===== src/rtl/multicycle_ctrl.sv =====
// -----------------------------------------------------------------------------
// multicycle_ctrl
//
// Moore FSM controller for a shared-memory multi-cycle MIPS datapath (one ALU,
// one memory port, one IR). Every datapath mux select and enable is decoded
// from the current state. opcode/funct only pick the ALU operation and the
// DECODE/R_EXEC/MEM_ADDR/BRANCH branches. zero and mem_ready qualify pc_write
// and ir_write in the states that use them.
//
// Parameters
//   MEM_TIMEOUT : max cycles spent in a memory state without mem_ready before
//                 the controller halts with err set.
//
// Ports
//   clk, rst_n  : clock (rising edge), asynchronous active-low reset
//   opcode      : IR[31:26], valid from DECODE onward
//   funct       : IR[5:0]
//   zero        : ALU zero flag (combinational)
//   mem_ready   : memory completes the current access this cycle
//   pc_write    : PC load enable (jump / taken branch already folded in)
//   i_or_d      : memory address select, 0=PC 1=ALUOut
//   mem_read    : memory read request
//   mem_write   : memory write request
//   ir_write    : IR load enable
//   reg_dst     : register write address, 1=rd 0=rt
//   mem_to_reg  : register write data, 1=MDR 0=ALUOut
//   reg_write   : register file write enable
//   alu_src_a   : 0=PC 1=rs 2=shamt
//   alu_src_b   : 0=rt 1=4 2=sext(imm) 3=sext(imm)<<2
//   alu_ctrl    : 0010 add, 0110 sub, 0000 and, 0001 or, 0111 slt, 1100 sll
//   pc_source   : 0=ALU result 1=ALUOut 2=jump target
//   halted      : high in HALT
//   err         : sticky illegal-instruction / memory-timeout flag
//   state       : current state (debug)
// -----------------------------------------------------------------------------
module multicycle_ctrl #(
    parameter logic [7:0] MEM_TIMEOUT = 8'd255
) (
    input  logic       clk,
    input  logic       rst_n,
    input  logic [5:0] opcode,
    input  logic [5:0] funct,
    input  logic       zero,
    input  logic       mem_ready,
    output logic       pc_write,
    output logic       i_or_d,
    output logic       mem_read,
    output logic       mem_write,
    output logic       ir_write,
    output logic       reg_dst,
    output logic       mem_to_reg,
    output logic       reg_write,
    output logic [1:0] alu_src_a,
    output logic [1:0] alu_src_b,
    output logic [3:0] alu_ctrl,
    output logic [1:0] pc_source,
    output logic       halted,
    output logic       err,
    output logic [3:0] state
);

    // ---------------------------------------------------------------- states
    localparam logic [3:0] S_FETCH    = 4'd0;
    localparam logic [3:0] S_DECODE   = 4'd1;
    localparam logic [3:0] S_R_EXEC   = 4'd2;
    localparam logic [3:0] S_R_WB     = 4'd3;
    localparam logic [3:0] S_I_EXEC   = 4'd4;
    localparam logic [3:0] S_I_WB     = 4'd5;
    localparam logic [3:0] S_MEM_ADDR = 4'd6;
    localparam logic [3:0] S_MEM_RD   = 4'd7;
    localparam logic [3:0] S_LW_WB    = 4'd8;
    localparam logic [3:0] S_MEM_WR   = 4'd9;
    localparam logic [3:0] S_BRANCH   = 4'd10;
    localparam logic [3:0] S_JUMP     = 4'd11;
    localparam logic [3:0] S_HALT     = 4'd12;

    // ---------------------------------------------------------------- opcodes
    localparam logic [5:0] OP_RTYPE = 6'b000000;
    localparam logic [5:0] OP_ADDI  = 6'b001000;
    localparam logic [5:0] OP_ANDI  = 6'b001100;
    localparam logic [5:0] OP_ORI   = 6'b001101;
    localparam logic [5:0] OP_LW    = 6'b100011;
    localparam logic [5:0] OP_SW    = 6'b101011;
    localparam logic [5:0] OP_BEQ   = 6'b000100;
    localparam logic [5:0] OP_BNE   = 6'b000101;
    localparam logic [5:0] OP_J     = 6'b000010;
    localparam logic [5:0] OP_HALT  = 6'b111111;

    localparam logic [5:0] FN_ADD = 6'b100000;
    localparam logic [5:0] FN_SUB = 6'b100010;
    localparam logic [5:0] FN_AND = 6'b100100;
    localparam logic [5:0] FN_OR  = 6'b100101;
    localparam logic [5:0] FN_SLT = 6'b101010;
    localparam logic [5:0] FN_SLL = 6'b000000;

    localparam logic [3:0] ALU_ADD = 4'b0010;
    localparam logic [3:0] ALU_SUB = 4'b0110;
    localparam logic [3:0] ALU_AND = 4'b0000;
    localparam logic [3:0] ALU_OR  = 4'b0001;
    localparam logic [3:0] ALU_SLT = 4'b0111;
    localparam logic [3:0] ALU_SLL = 4'b1100;

    // ---------------------------------------------------------------- state
    logic [3:0] r_state;
    logic       r_err;
    logic [7:0] r_wait_cnt;     // cycles already spent waiting in this memory state

    logic [3:0] w_next;
    logic       w_err_set;
    logic       w_is_mem;
    logic [8:0] w_wait_now;
    logic       w_timeout;

    // R-type funct decode
    logic       w_r_ok;
    logic [1:0] w_r_src_a;
    logic [3:0] w_r_ctrl;

    // I-type ALU op
    logic [3:0] w_i_ctrl;

    // unqualified (pre-reset-gating) outputs
    logic       w_pc_write, w_i_or_d, w_mem_read, w_mem_write, w_ir_write;
    logic       w_reg_dst, w_mem_to_reg, w_reg_write, w_halted;
    logic [1:0] w_alu_src_a, w_alu_src_b, w_pc_source;
    logic [3:0] w_alu_ctrl;

    assign w_is_mem = (r_state == S_FETCH) || (r_state == S_MEM_RD) ||
                      (r_state == S_MEM_WR);

    // Count including the current cycle: the 1st waiting cycle counts as 1,
    // so a memory state asserts its request for at most MEM_TIMEOUT cycles,
    // and mem_ready on the cycle the count hits MEM_TIMEOUT still succeeds.
    assign w_wait_now = {1'b0, r_wait_cnt} + 9'd1;
    assign w_timeout  = w_is_mem && !mem_ready &&
                        (w_wait_now >= {1'b0, MEM_TIMEOUT});

    always_comb begin
        w_r_ok    = 1'b1;
        w_r_src_a = 2'd1;
        w_r_ctrl  = ALU_ADD;
        case (funct)
            FN_ADD:  w_r_ctrl = ALU_ADD;
            FN_SUB:  w_r_ctrl = ALU_SUB;
            FN_AND:  w_r_ctrl = ALU_AND;
            FN_OR:   w_r_ctrl = ALU_OR;
            FN_SLT:  w_r_ctrl = ALU_SLT;
            FN_SLL: begin
                w_r_src_a = 2'd2;
                w_r_ctrl  = ALU_SLL;
            end
            default: begin
                w_r_ok    = 1'b0;
                w_r_src_a = 2'd0;
                w_r_ctrl  = ALU_ADD;
            end
        endcase
    end

    always_comb begin
        case (opcode)
            OP_ANDI: w_i_ctrl = ALU_AND;
            OP_ORI:  w_i_ctrl = ALU_OR;
            default: w_i_ctrl = ALU_ADD;
        endcase
    end

    // ---------------------------------------------------------------- next state
    always_comb begin
        w_next    = r_state;
        w_err_set = 1'b0;
        case (r_state)
            S_FETCH: begin
                if (mem_ready)      w_next = S_DECODE;
                else if (w_timeout) begin w_next = S_HALT; w_err_set = 1'b1; end
            end
            S_DECODE: begin
                case (opcode)
                    OP_RTYPE:               w_next = S_R_EXEC;
                    OP_ADDI, OP_ANDI, OP_ORI: w_next = S_I_EXEC;
                    OP_LW, OP_SW:           w_next = S_MEM_ADDR;
                    OP_BEQ, OP_BNE:         w_next = S_BRANCH;
                    OP_J:                   w_next = S_JUMP;
                    OP_HALT:                w_next = S_HALT;
                    default: begin
                        w_next    = S_HALT;
                        w_err_set = 1'b1;
                    end
                endcase
            end
            S_R_EXEC: begin
                if (w_r_ok) w_next = S_R_WB;
                else begin w_next = S_HALT; w_err_set = 1'b1; end
            end
            S_R_WB:   w_next = S_FETCH;
            S_I_EXEC: w_next = S_I_WB;
            S_I_WB:   w_next = S_FETCH;
            S_MEM_ADDR: begin
                // opcode is held by the IR, so only lw/sw can arrive here
                if (opcode == OP_LW)      w_next = S_MEM_RD;
                else if (opcode == OP_SW) w_next = S_MEM_WR;
                else begin w_next = S_HALT; w_err_set = 1'b1; end
            end
            S_MEM_RD: begin
                if (mem_ready)      w_next = S_LW_WB;
                else if (w_timeout) begin w_next = S_HALT; w_err_set = 1'b1; end
            end
            S_LW_WB: w_next = S_FETCH;
            S_MEM_WR: begin
                if (mem_ready)      w_next = S_FETCH;
                else if (w_timeout) begin w_next = S_HALT; w_err_set = 1'b1; end
            end
            S_BRANCH: w_next = S_FETCH;
            S_JUMP:   w_next = S_FETCH;
            S_HALT:   w_next = S_HALT;
            default: begin
                // codes 13-15 are unreachable; treat as a corrupted state
                w_next    = S_HALT;
                w_err_set = 1'b1;
            end
        endcase
    end

    always_ff @(posedge clk or negedge rst_n) begin
        if (!rst_n) begin
            r_state    <= S_FETCH;
            r_err      <= 1'b0;
            r_wait_cnt <= 8'd0;
        end else begin
            r_state <= w_next;
            if (w_err_set)
                r_err <= 1'b1;
            // any state change clears the count, so every memory state is
            // entered with a fresh budget
            if (w_is_mem && (w_next == r_state))
                r_wait_cnt <= r_wait_cnt + 8'd1;
            else
                r_wait_cnt <= 8'd0;
        end
    end

    // ---------------------------------------------------------------- outputs
    always_comb begin
        w_pc_write   = 1'b0;
        w_i_or_d     = 1'b0;
        w_mem_read   = 1'b0;
        w_mem_write  = 1'b0;
        w_ir_write   = 1'b0;
        w_reg_dst    = 1'b0;
        w_mem_to_reg = 1'b0;
        w_reg_write  = 1'b0;
        w_alu_src_a  = 2'd0;
        w_alu_src_b  = 2'd0;
        w_alu_ctrl   = 4'b0000;
        w_pc_source  = 2'd0;
        w_halted     = 1'b0;
        case (r_state)
            S_FETCH: begin
                w_mem_read  = 1'b1;
                w_alu_src_b = 2'd1;
                w_alu_ctrl  = ALU_ADD;
                // PC+4 and IR load only commit on the cycle memory delivers
                w_ir_write  = mem_ready;
                w_pc_write  = mem_ready;
            end
            S_DECODE: begin
                w_alu_src_b = 2'd3;
                w_alu_ctrl  = ALU_ADD;
            end
            S_R_EXEC: begin
                w_alu_src_a = w_r_src_a;
                w_alu_ctrl  = w_r_ctrl;
            end
            S_R_WB: begin
                w_reg_write = 1'b1;
                w_reg_dst   = 1'b1;
            end
            S_I_EXEC, S_MEM_ADDR: begin
                w_alu_src_a = 2'd1;
                w_alu_src_b = 2'd2;
                w_alu_ctrl  = (r_state == S_I_EXEC) ? w_i_ctrl : ALU_ADD;
            end
            S_I_WB: w_reg_write = 1'b1;
            S_MEM_RD: begin
                w_mem_read = 1'b1;
                w_i_or_d   = 1'b1;
            end
            S_LW_WB: begin
                w_reg_write  = 1'b1;
                w_mem_to_reg = 1'b1;
            end
            S_MEM_WR: begin
                w_mem_write = 1'b1;
                w_i_or_d    = 1'b1;
            end
            S_BRANCH: begin
                w_alu_src_a = 2'd1;
                w_alu_ctrl  = ALU_SUB;
                w_pc_source = 2'd1;
                w_pc_write  = (opcode == OP_BNE) ? ~zero : zero;
            end
            S_JUMP: begin
                w_pc_source = 2'd2;
                w_pc_write  = 1'b1;
            end
            S_HALT: w_halted = 1'b1;
            default: ;
        endcase
    end

    // While reset is held the register already sits in FETCH; gating with
    // rst_n keeps FETCH's read request (and any in-flight write) off until
    // reset is released, without waiting for a clock edge.
    assign pc_write   = rst_n & w_pc_write;
    assign i_or_d     = rst_n & w_i_or_d;
    assign mem_read   = rst_n & w_mem_read;
    assign mem_write  = rst_n & w_mem_write;
    assign ir_write   = rst_n & w_ir_write;
    assign reg_dst    = rst_n & w_reg_dst;
    assign mem_to_reg = rst_n & w_mem_to_reg;
    assign reg_write  = rst_n & w_reg_write;
    assign alu_src_a  = {2{rst_n}} & w_alu_src_a;
    assign alu_src_b  = {2{rst_n}} & w_alu_src_b;
    assign alu_ctrl   = {4{rst_n}} & w_alu_ctrl;
    assign pc_source  = {2{rst_n}} & w_pc_source;
    assign halted     = rst_n & w_halted;
    assign err        = r_err;
    assign state      = r_state;

endmodule


===== config.mk =====
export PLATFORM = sky130hd
export DESIGN_NAME = multicycle_ctrl
export DESIGN_NICKNAME = d
export VERILOG_FILES = /design/src/rtl/multicycle_ctrl.sv
export SDC_FILE = /design/constraint.sdc
export NUM_CORES = 1
export LEC_CHECK = 0
export CAP_MARGIN = 5
export CELL_PAD_IN_SITES_DETAIL_PLACEMENT = 0
export CELL_PAD_IN_SITES_GLOBAL_PLACEMENT = 1
export CORE_ASPECT_RATIO = 0.9
export CORE_UTILIZATION = 38
export DETAILED_ROUTE_END_ITERATION = 16
export GPL_ROUTABILITY_DRIVEN = 0
export GPL_TIMING_DRIVEN = 0
export PLACE_DENSITY_LB_ADDON = 0.1
export SLEW_MARGIN = 20
export SYNTH_ARGS = -nofsm -noshare
export SYNTH_HDL_FRONTEND = slang
export SYNTH_SLANG_ARGS = --single-unit

===== constraint.sdc =====
create_clock -name clk -period 3.5 [get_ports clk]
set_clock_uncertainty 0.05 [all_clocks]
set_input_delay 1.05 -clock clk [delete_from_list [all_inputs] [get_ports clk]]
set_output_delay 1.05 -clock clk [all_outputs]
set_load 0.01 [all_outputs]

==> results of run 1 <==
layer usage:
| metal | up-vias | share of wire [%] | GRT usage [%] |
|---|---|---|---|
| li1 | 852 | - | - |
| met3 | 2 | 8.5 | 5.32 |
| met1 | 796 | 51 | 34.7 |
| met5 | - | 0 | 0 |
| met2 | 75 | 40 | 28.8 |
| met4 | 0 | 0.24 | 2.81 |
cells in the mapped netlist, types with 2 or more instances:
cell type | number | area (um^2)
nand2b_1 | 5 | 31.3
nor4_1 | 2 | 12.5
a31oi_1 | 4 | 25.0
and3_2 | 2 | 15.0
nand3b_1 | 3 | 22.5
a22o_1 | 2 | 17.5
o211ai_1 | 3 | 22.5
inv_1 | 4 | 15.0
nor2_1 | 18 | 67.6
o21a_1 | 5 | 37.5
xnor2_1 | 5 | 43.8
clkbuf_1 | 4 | 15.0
nand4_1 | 3 | 18.8
nor2b_1 | 3 | 18.8
o21ai_0 | 8 | 40.0
nand3_1 | 11 | 55.1
clkbuf_2 | 2 | 10.0
nor3b_1 | 3 | 22.5
a21oi_1 | 11 | 55.1
nor3_1 | 18 | 90.1
ha_1 | 2 | 25.0
dfrtp_1 | 13 | 325
xor2_1 | 3 | 26.3
or2_2 | 2 | 12.5
a211oi_1 | 2 | 15.0
nand4b_1 | 2 | 17.5
buf_6 | 4 | 45.0
nand2_1 | 25 | 93.8
a32oi_1 | 2 | 17.5
power by group:
group | leakage [nW] | internal (mW) | switching (mW) | total (mW)
Sequential | 0.166 | 0.150 | 0 | 0.150
Clock | 0.0255 | 0.0787 | 0.0554 | 0.134
Combinational | 0.594 | 0.0255 | 0.0295 | 0.0549
worst max-delay path by stage:
stage / end / startpoint / depth (start not counted)
after floorplan: alu_ctrl[2] / funct[0] / 4
after global placement: pc_write / rst_n / 6
after detailed placement: pc_write / rst_n / 6
after CTS: alu_ctrl[1] / funct[0] / 8
after global routing: mem_write / rst_n / 5
final: alu_ctrl[1] / funct[2] / 8
area by class of cell:
cell class              instances  area, um^2
fillers                       396        1750
multi-input cells             175        1150
repair buffers                 40         352
flip-flops and latches         13         325
plain buffers                  12         111
well taps                      46        57.6
clock buffers                   3        41.3
inverters                       5        18.8
clock inverters                 1        5.00
flip-flops by register name (all words and copies together) (netlist names):
name / count
err: 1
r_wait_cnt: 8
state: 4
worst max-delay path, cell delays in order:
cell             delay [ns]
clkdlybuf4s15_2        0.21
or2_4                  0.25
o21ai_2                0.15
a31oi_2                0.12
o21ai_1                0.14
a21oi_1                0.08
o21a_1                 0.18
buf_2                  0.13
cells by family (layout without fill, tap and decap cells):
logic type | after synthesis | in the layout | synth area share [%]
mux | 1 | 1 | 0.728
flops | 13 | 13 | 21.0
xor+xnor | 9 | 9 | 5.58
buf+inv | 18 | 61 | 8.41
compound gates | 53 | 53 | 25.0
fa+ha+maj | 2 | 2 | 1.62
simple gates | 110 | 110 | 37.7
metrics by stage:
step	utilization [%]	std cells
5_1_grt	54.0	295
3_5_place_dp	51.9	289
2_1_floorplan	-	206
3_3_place_gp	51.9	289
4_1_cts	53.8	295
6_report	54.0	295
timing repair:
action                                  CTS  global route
pin swaps                                 4             9
buffers inserted                          3             0
endpoints found under the setup margin   19            10
gates resized for setup                  45            17
==> results.cfg, run 1 <==
[layout]
finalInstanceArea_mm2 = 0.00206
drive_gt1_share_pct = 20.9
num_antenna_cells = 0
layout_commonest_cell = nand2_1
fin_nets = 268
layout_common_cells = nand2_1 (25), clkdlybuf4s50_1 (18), nor2_1 (16)
syn_to_final_growth_pct = 33.0

[clock_tree]
postCtsHoldBufs = 0
cts_tree = built
numCtsBuffers = 3
cts_max_path_buffers = 2
cts_root_buf = clkbuf_8
cts_max_level = 1
clk_latency_ns = 0.24
clock-sinks = 13
cts.clk_slew.worst_paths_ns = 0.06

[sta]
slew_viol_final = 0
finalHoldViolations = 0
fin_crit_ns = 3.41
setup_viol = 0
setup_tns_ns = 0
period_share_pct = 97.4
max_freq_mhz = 293
max_slew.worst_pin.slew_ns = 0.546
whs_ns = 0.455
setup_ws_ns = 0.0896
maxSlewHeadroom_pct = 63.4

[status]
status = completed

[yosys]
synthDistinctLibCells = 64
synth-edff-count = 0
synth-main-ff-cell = dfrtp_1
syn_area_mm2 = 0.00155
ys_ff_latch = 13
yosysWarnings = 0
syn_area_per_cell_um2 = 7.51
async_reset_ff_share_pct = 100
synthCells = 206
syn-num-nets = 224
seq_area_frac_synth_pct = 21.0

[floorplan]
die_h_um = 62.5
ios = 40
core_mm2 = 0.00381
start_util_pct = 40.6
die_x_um = 69.3
dieArea_mm2 = 0.00433
rows = 21

[critical_path]
path_class = input pin to primary output
cp-end-kind = primary output
worstPathArrival_ns = 2.31
worstReg2RegStart = r_wait_cnt[0]$_DFF_PN0_
r2r_cells = 8
r2r_end = r_wait_cnt[3]$_DFF_PN0_
r2r_setup_slack_ns = 0.75
cp-start-kind = input pin
crit_fanout = 4
worst_ep_required_time_ns = 2.40

[power]
vdd_drop_max_v = 0.000204
cellPowerDensity_mw_per_mm2 = 165
power_leakage_nw = 0.785
total_power_mw = 0.339

[grt]
antenna_found_initial = 0
grt_pass1_vias = 1531
grt.overflow.total = 0
grt_max_degree = 16
grt.total_usage_pct = 21.6
grt_pass1_wl_mm = 7.73

[detailed_routing]
dr.pass1.iters = 5
drt_iter0_markers = 202
drt-total-wl_mm = 4.57
wl_per_cell_um = 15.5
drc_errors = 0
via_count = 1725
via_per_inst = 5.85
ant_nets = 0

[placed_design]
post-dp-hpwl_mm = 3.48
dpl_cell_area_mm2 = 0.00198
pre_cts_ws_ns = -1.04
io_buffers = 37

[hold_path]
hp-start = err$_DFFE_PN0P_
whs_endpoint = err$_DFFE_PN0P_
min_delay_path_depth = 2
min-delay-path-class = flip-flop to flip-flop

[job]
maxCapViolCount = 0
(Power assumes the default switching activity.)
==> run 2: changes to the inputs <==
--- a/config.mk
+++ b/config.mk
@@ -5,15 +5,16 @@
 export SDC_FILE = /design/constraint.sdc
 export NUM_CORES = 1
 export LEC_CHECK = 0
+export ABC_CLOCK_PERIOD_IN_PS = 3500
 export CAP_MARGIN = 5
 export CELL_PAD_IN_SITES_DETAIL_PLACEMENT = 0
 export CELL_PAD_IN_SITES_GLOBAL_PLACEMENT = 1
-export CORE_ASPECT_RATIO = 0.9
 export CORE_UTILIZATION = 38
 export DETAILED_ROUTE_END_ITERATION = 16
 export GPL_ROUTABILITY_DRIVEN = 0
 export GPL_TIMING_DRIVEN = 0
 export PLACE_DENSITY_LB_ADDON = 0.1
+export SKIP_LAST_GASP = 1
 export SLEW_MARGIN = 20
 export SYNTH_ARGS = -nofsm -noshare
 export SYNTH_HDL_FRONTEND = slang
==> results.cfg, run 2 (synthesis gave the netlist of run 1 again) <==
[status]
status = completed

[floorplan]
die_h_um = 65.8
die_x_um = 65.8
ios = 40
core_mm2 = 0.00377
dieArea_mm2 = 0.00433
start_util_pct = 41.0
rows = 22

[layout]
largest-register = r_wait_cnt
layout_commonest_cell = nand2_1
stdcell_count = 298
layout_common_cells = nand2_1 (25), clkdlybuf4s50_1 (18), nor2_1 (16), nor3_1 (16), dfrtp_1 (13)
drive_gt1_share_pct = 19.6
largest_register_ffs = 8
fillCellCount = 390
fin_nets = 269
fin_util_pct = 54.8
syn_to_final_growth_pct = 33.6
num_antenna_cells = 0

[power]
cellPowerDensity_mw_per_mm2 = 162
total_power_mw = 0.336
vdd_drop_max_v = 0.0000931
power_leakage_nw = 0.812

[detailed_routing]
drt_iter0_markers = 96
drc_errors = 0
drt-total-wl_mm = 4.67
via_per_inst = 5.80
wl_per_cell_um = 15.7
ant_nets = 0
via_count = 1728
dr.pass1.iters = 4

[sta]
max_freq_mhz = 294
period_share_pct = 97.2
finalHoldViolations = 0
setup_viol = 0
fin_crit_ns = 3.40
maxSlewHeadroom_pct = 65.8
rsz0062_at_grt = false
max_slew.worst_pin.slew_ns = 0.510
setup_ws_ns = 0.0979
slew_viol_final = 0

[clock_tree]
cts_max_path_buffers = 2
cts_max_level = 1
cts.clk_slew.worst_paths_ns = 0.05
clk_latency_ns = 0.24
cts_tree = built
numCtsBuffers = 3
clock-sinks = 13
cts_root_buf = clkbuf_8

[placed_design]
io_buffers = 37
post-dp-hpwl_mm = 3.47
dp.cells = 291
pre_cts_ws_ns = -0.988

[grt]
grt.overflow.total = 0
grt.total_usage_pct = 23.1
antenna_found_initial = 0
grt_max_degree = 16
grt_pass1_vias = 1595
grt_pass1_wl_mm = 7.80

[critical_path]
worstPathArrival_ns = 2.30
path_class = input pin to primary output
cp-start-kind = input pin
worst_ep_required_time_ns = 2.40
crit_fanout = 6
cp-end-kind = primary output

[job]
maxCapViolCount = 0

[hold_path]
min-delay-path-class = flip-flop to flip-flop
-- run 2: worst max-delay path: stages --
cell and delay (ns):
dlygate4sd2_1 0.28, nand2b_1 0.17, nand2b_1 0.19, a211oi_2 0.22
o21a_1 0.16, clkdlybuf4s15_1 0.23
-- run 2: path summary, 6_finish.rpt --
path	start	end	slack [ns]	depth (start not counted)
max	funct[4]	alu_src_a[0]	0.1	6
min	err$_DFFE_PN0P_	err$_DFFE_PN0P_	0.48	2
max reg2reg	r_wait_cnt[0]$_DFF_PN0_	r_wait_cnt[2]$_DFF_PN0_	0.76	8
min reg2reg	err$_DFFE_PN0P_	err$_DFFE_PN0P_	0.48	2
max in group asynchronous	rst_n	state[1]$_DFF_PN0_	2.68	1
min in group asynchronous	rst_n	r_wait_cnt[3]$_DFF_PN0_	0.57	1
-- run 2: layout make-up --
class                      count  area [um^2]  share of cell area, %
buffer                        12          110                   5.32
clock buffer                   4         45.0                   2.18
inverter                       5         18.8                  0.907
multi-input combinational    175         1140                   55.3
sequential                    13          325                   15.7
tap                           48         60.1                   2.90
timing repair buffer          41          365                   17.7
-- run 2: per-layer routing --
metal / wire, um / global-route usage [%] / up-vias / part of all wire [%]
met2: 2220 / 37.4 / 59 / 47
li1: - / - / 859 / -
met4: 25 / 4.08 / 0 / 0.54
met1: 2190 / 33.4 / 806 / 47
met5: 0 / 0 / - / 0
met3: 239 / 2.07 / 4 / 5.1
-- run 2: per-stage QoR --
step | setup TNS, ns | area [um^2] | hold slack, ns
final | 0 | 2070 | 0.482
after global placement | -16.01 | 1980 | 0.470
after global routing | 0 | 2070 | 0.516
after CTS | -0.431 | 2050 | 0.483
after floorplan | 0 | 1550 | 0.471
after detailed placement | -15.52 | 1980 | 0.471
-- run 2: power by group --
part | switching (mW) | total, mW | internal (mW)
logic | 0.0298 | 0.0561 | 0.0263
clock network | 0.0492 | 0.129 | 0.0801
registers | 0 | 0.151 | 0.151
total | 0.0790 | 0.336 | 0.257
-- run 2: what timing repair did --
| action | in CTS | in global routing |
|---|---|---|
| setup endpoints to repair | 19 | 13 |
| pin swaps | 4 | 6 |
| resized for setup | 36 | 23 |
| hold buffers | 0 | 0 |
| buffers inserted | 3 | 1 |
==> run 3: changes to the inputs <==
--- a/config.mk
+++ b/config.mk
@@ -5,7 +5,7 @@
 export SDC_FILE = /design/constraint.sdc
 export NUM_CORES = 1
 export LEC_CHECK = 0
-export ABC_CLOCK_PERIOD_IN_PS = 3500
+export ABC_CLOCK_PERIOD_IN_PS = 4300
 export CAP_MARGIN = 5
 export CELL_PAD_IN_SITES_DETAIL_PLACEMENT = 0
 export CELL_PAD_IN_SITES_GLOBAL_PLACEMENT = 1
==> constraint.sdc (replaced) <==
create_clock -name clk -period 4.3 [get_ports clk]
set_clock_uncertainty 0.05 [all_clocks]
set_input_delay 1.29 -clock clk [delete_from_list [all_inputs] [get_ports clk]]
set_output_delay 1.29 -clock clk [all_outputs]
set_load 0.01 [all_outputs]
==> results.cfg, run 3 (synthesis gave the netlist of run 1 again) <==
[grt]
grt_max_degree = 16
grt.overflow.total = 0
grt_pass1_vias = 1579
antenna_found_initial = 0
grt_pass1_wl_mm = 7.73
grt.total_usage_pct = 22.9

[floorplan]
ios = 40
dieArea_mm2 = 0.00433
die_h_um = 65.8
rows = 22
core_mm2 = 0.00377
start_util_pct = 41.0
die_x_um = 65.8

[sta]
maxSlewHeadroom_pct = 66.6
setup_viol = 0
rsz0062_at_grt = true
finalHoldViolations = 0
whs_ns = 0.475
setup_tns_ns = 0
max_freq_mhz = 236
max_slew.worst_pin.slew_ns = 0.498
period_share_pct = 98.7
fin_crit_ns = 4.24
slew_viol_final = 0

[detailed_routing]
drc_errors = 0
drt_iter0_markers = 127
ant_nets = 0
via_count = 1741
dr.pass1.iters = 4
drt-total-wl_mm = 4.66
via_per_inst = 5.86
wl_per_cell_um = 15.7

[layout]
layout_commonest_cell = nand2_1
largest_register_ffs = 8
layout_common_cells = nand2_1 (25), clkdlybuf4s50_1 (22), nor2_1 (17), nor3_1 (17), dfrtp_1 (13)
syn_to_final_growth_pct = 34.5
num_antenna_cells = 0
fin_nets = 268
largest-register = r_wait_cnt
drive_gt1_share_pct = 16.1

[clock_tree]
cts_tree = built
clk_latency_ns = 0.24
numCtsBuffers = 3
cts_root_buf = clkbuf_8
clock-sinks = 13
cts_max_level = 1
cts_max_path_buffers = 2
postCtsHoldBufs = 0
cts.clk_slew.worst_paths_ns = 0.05

[hold_path]
min-delay-path-class = flip-flop to flip-flop

[critical_path]
cpPeakStageDelay_ns = 0.59
path_class = input pin to primary output
cp-start-kind = input pin
worstPathArrival_ns = 2.90
slowest_stage = clkdlybuf4s50_1
worstPathCellList = clkdlybuf4s50_1, nand3_1, xnor2_1, a211o_1, clkdlybuf4s50_1
cp-end-kind = primary output
critical-path-top-delay-family = buffers and inverters
crit_buf_inv = 2
worst_ep_required_time_ns = 2.96
crit_fanout = 5
crit_top_cell = clkdlybuf4s50_1

[power]
vdd_drop_max_v = 0.0000753
cellPowerDensity_mw_per_mm2 = 131
power_leakage_nw = 0.811

[status]
status = completed

[placed_design]
io_buffers = 37
post-dp-hpwl_mm = 3.47

[job]
maxCapViolCount = 0
## run 3: changes by cell type in the layout (fill, tap and decap cells not counted), sizes merged
cell / before / now
buf: 14 / 10
clkbuf: 14 / 10
clkdlybuf4s50: 18 / 22
dlymetal6s2s: 3 / 6
## run 3: area by class of cell
class,instances,area [um^2]
tap,48,60.1
buffer,12,108
sequential,13,325
fill,390,1690
inverter,5,18.8
multi-input combinational,175,1130
clock buffer,4,45.0
timing repair buffer,40,395
## run 3: where the power goes
| group | internal (mW) | total [mW] | switching (mW) |
|---|---|---|---|
| sequential | 0.122 | 0.122 | 0 |
| combinational | 0.0217 | 0.0456 | 0.0239 |
| clock | 0.0653 | 0.106 | 0.0404 |
| total | 0.209 | 0.274 | 0.0643 |
## run 3: worst paths after layout
kind,depth (start not counted),slack (ns),endpoint,startpoint
worst max-delay path,5,0.06,pc_write,opcode[0]
worst min-delay path,2,0.47,err$_DFFE_PN0P_,err$_DFFE_PN0P_
worst max register to register,8,1.58,r_wait_cnt[2]$_DFF_PN0_,r_wait_cnt[0]$_DFF_PN0_
worst min register to register,2,0.47,err$_DFFE_PN0P_,err$_DFFE_PN0P_
max in group asynchronous,1,3.06,r_wait_cnt[2]$_DFF_PN0_,rst_n
min in group asynchronous,1,0.90,r_wait_cnt[4]$_DFF_PN0_,rst_n
## run 3: timing repair
action	in CTS	in global routing
resized for setup	22	11
endpoints found under the setup margin	19	8
endpoints found under the hold margin	0	0
pin swaps	2	3
buffers inserted	0	3
## run 3: worst min-delay path, delay by kind of cell, from the launching register on
| kind | cells | cell delay (ns) |
|---|---|---|
| and+or+nand+nor | 1 | 0.08 |
| DFF | 1 | 0.36 |
| AOI/OAI and AO/OA | 1 | 0.06 |
## run 3: through the flow
stage | worst slack (ns) | utilization (%) | std cells | cell area [um^2] | total power [mW]
after CTS | -0.210 | 54.0 | 294 | 2040 | 0.273
after global placement | -0.721 | 52.5 | 291 | 1980 | 0.168
after global routing | -0.0428 | 55.2 | 297 | 2080 | 0.286
final | 0.0553 | 55.2 | 297 | 2080 | 0.274
after floorplan | 0.581 | - | 206 | 1550 | 0.143
after detailed placement | -0.668 | 52.5 | 291 | 1980 | 0.167
## run 3: layer usage
metal / share of wire [%] / global-route usage (%) / up-vias
met5: 0 / 0 / -
met4: 0.32 / 4.08 / 0
met3: 6.7 / 2.07 / 4
met2: 49 / 37.0 / 72
met1: 44 / 33.0 / 809
li1: - / - / 856
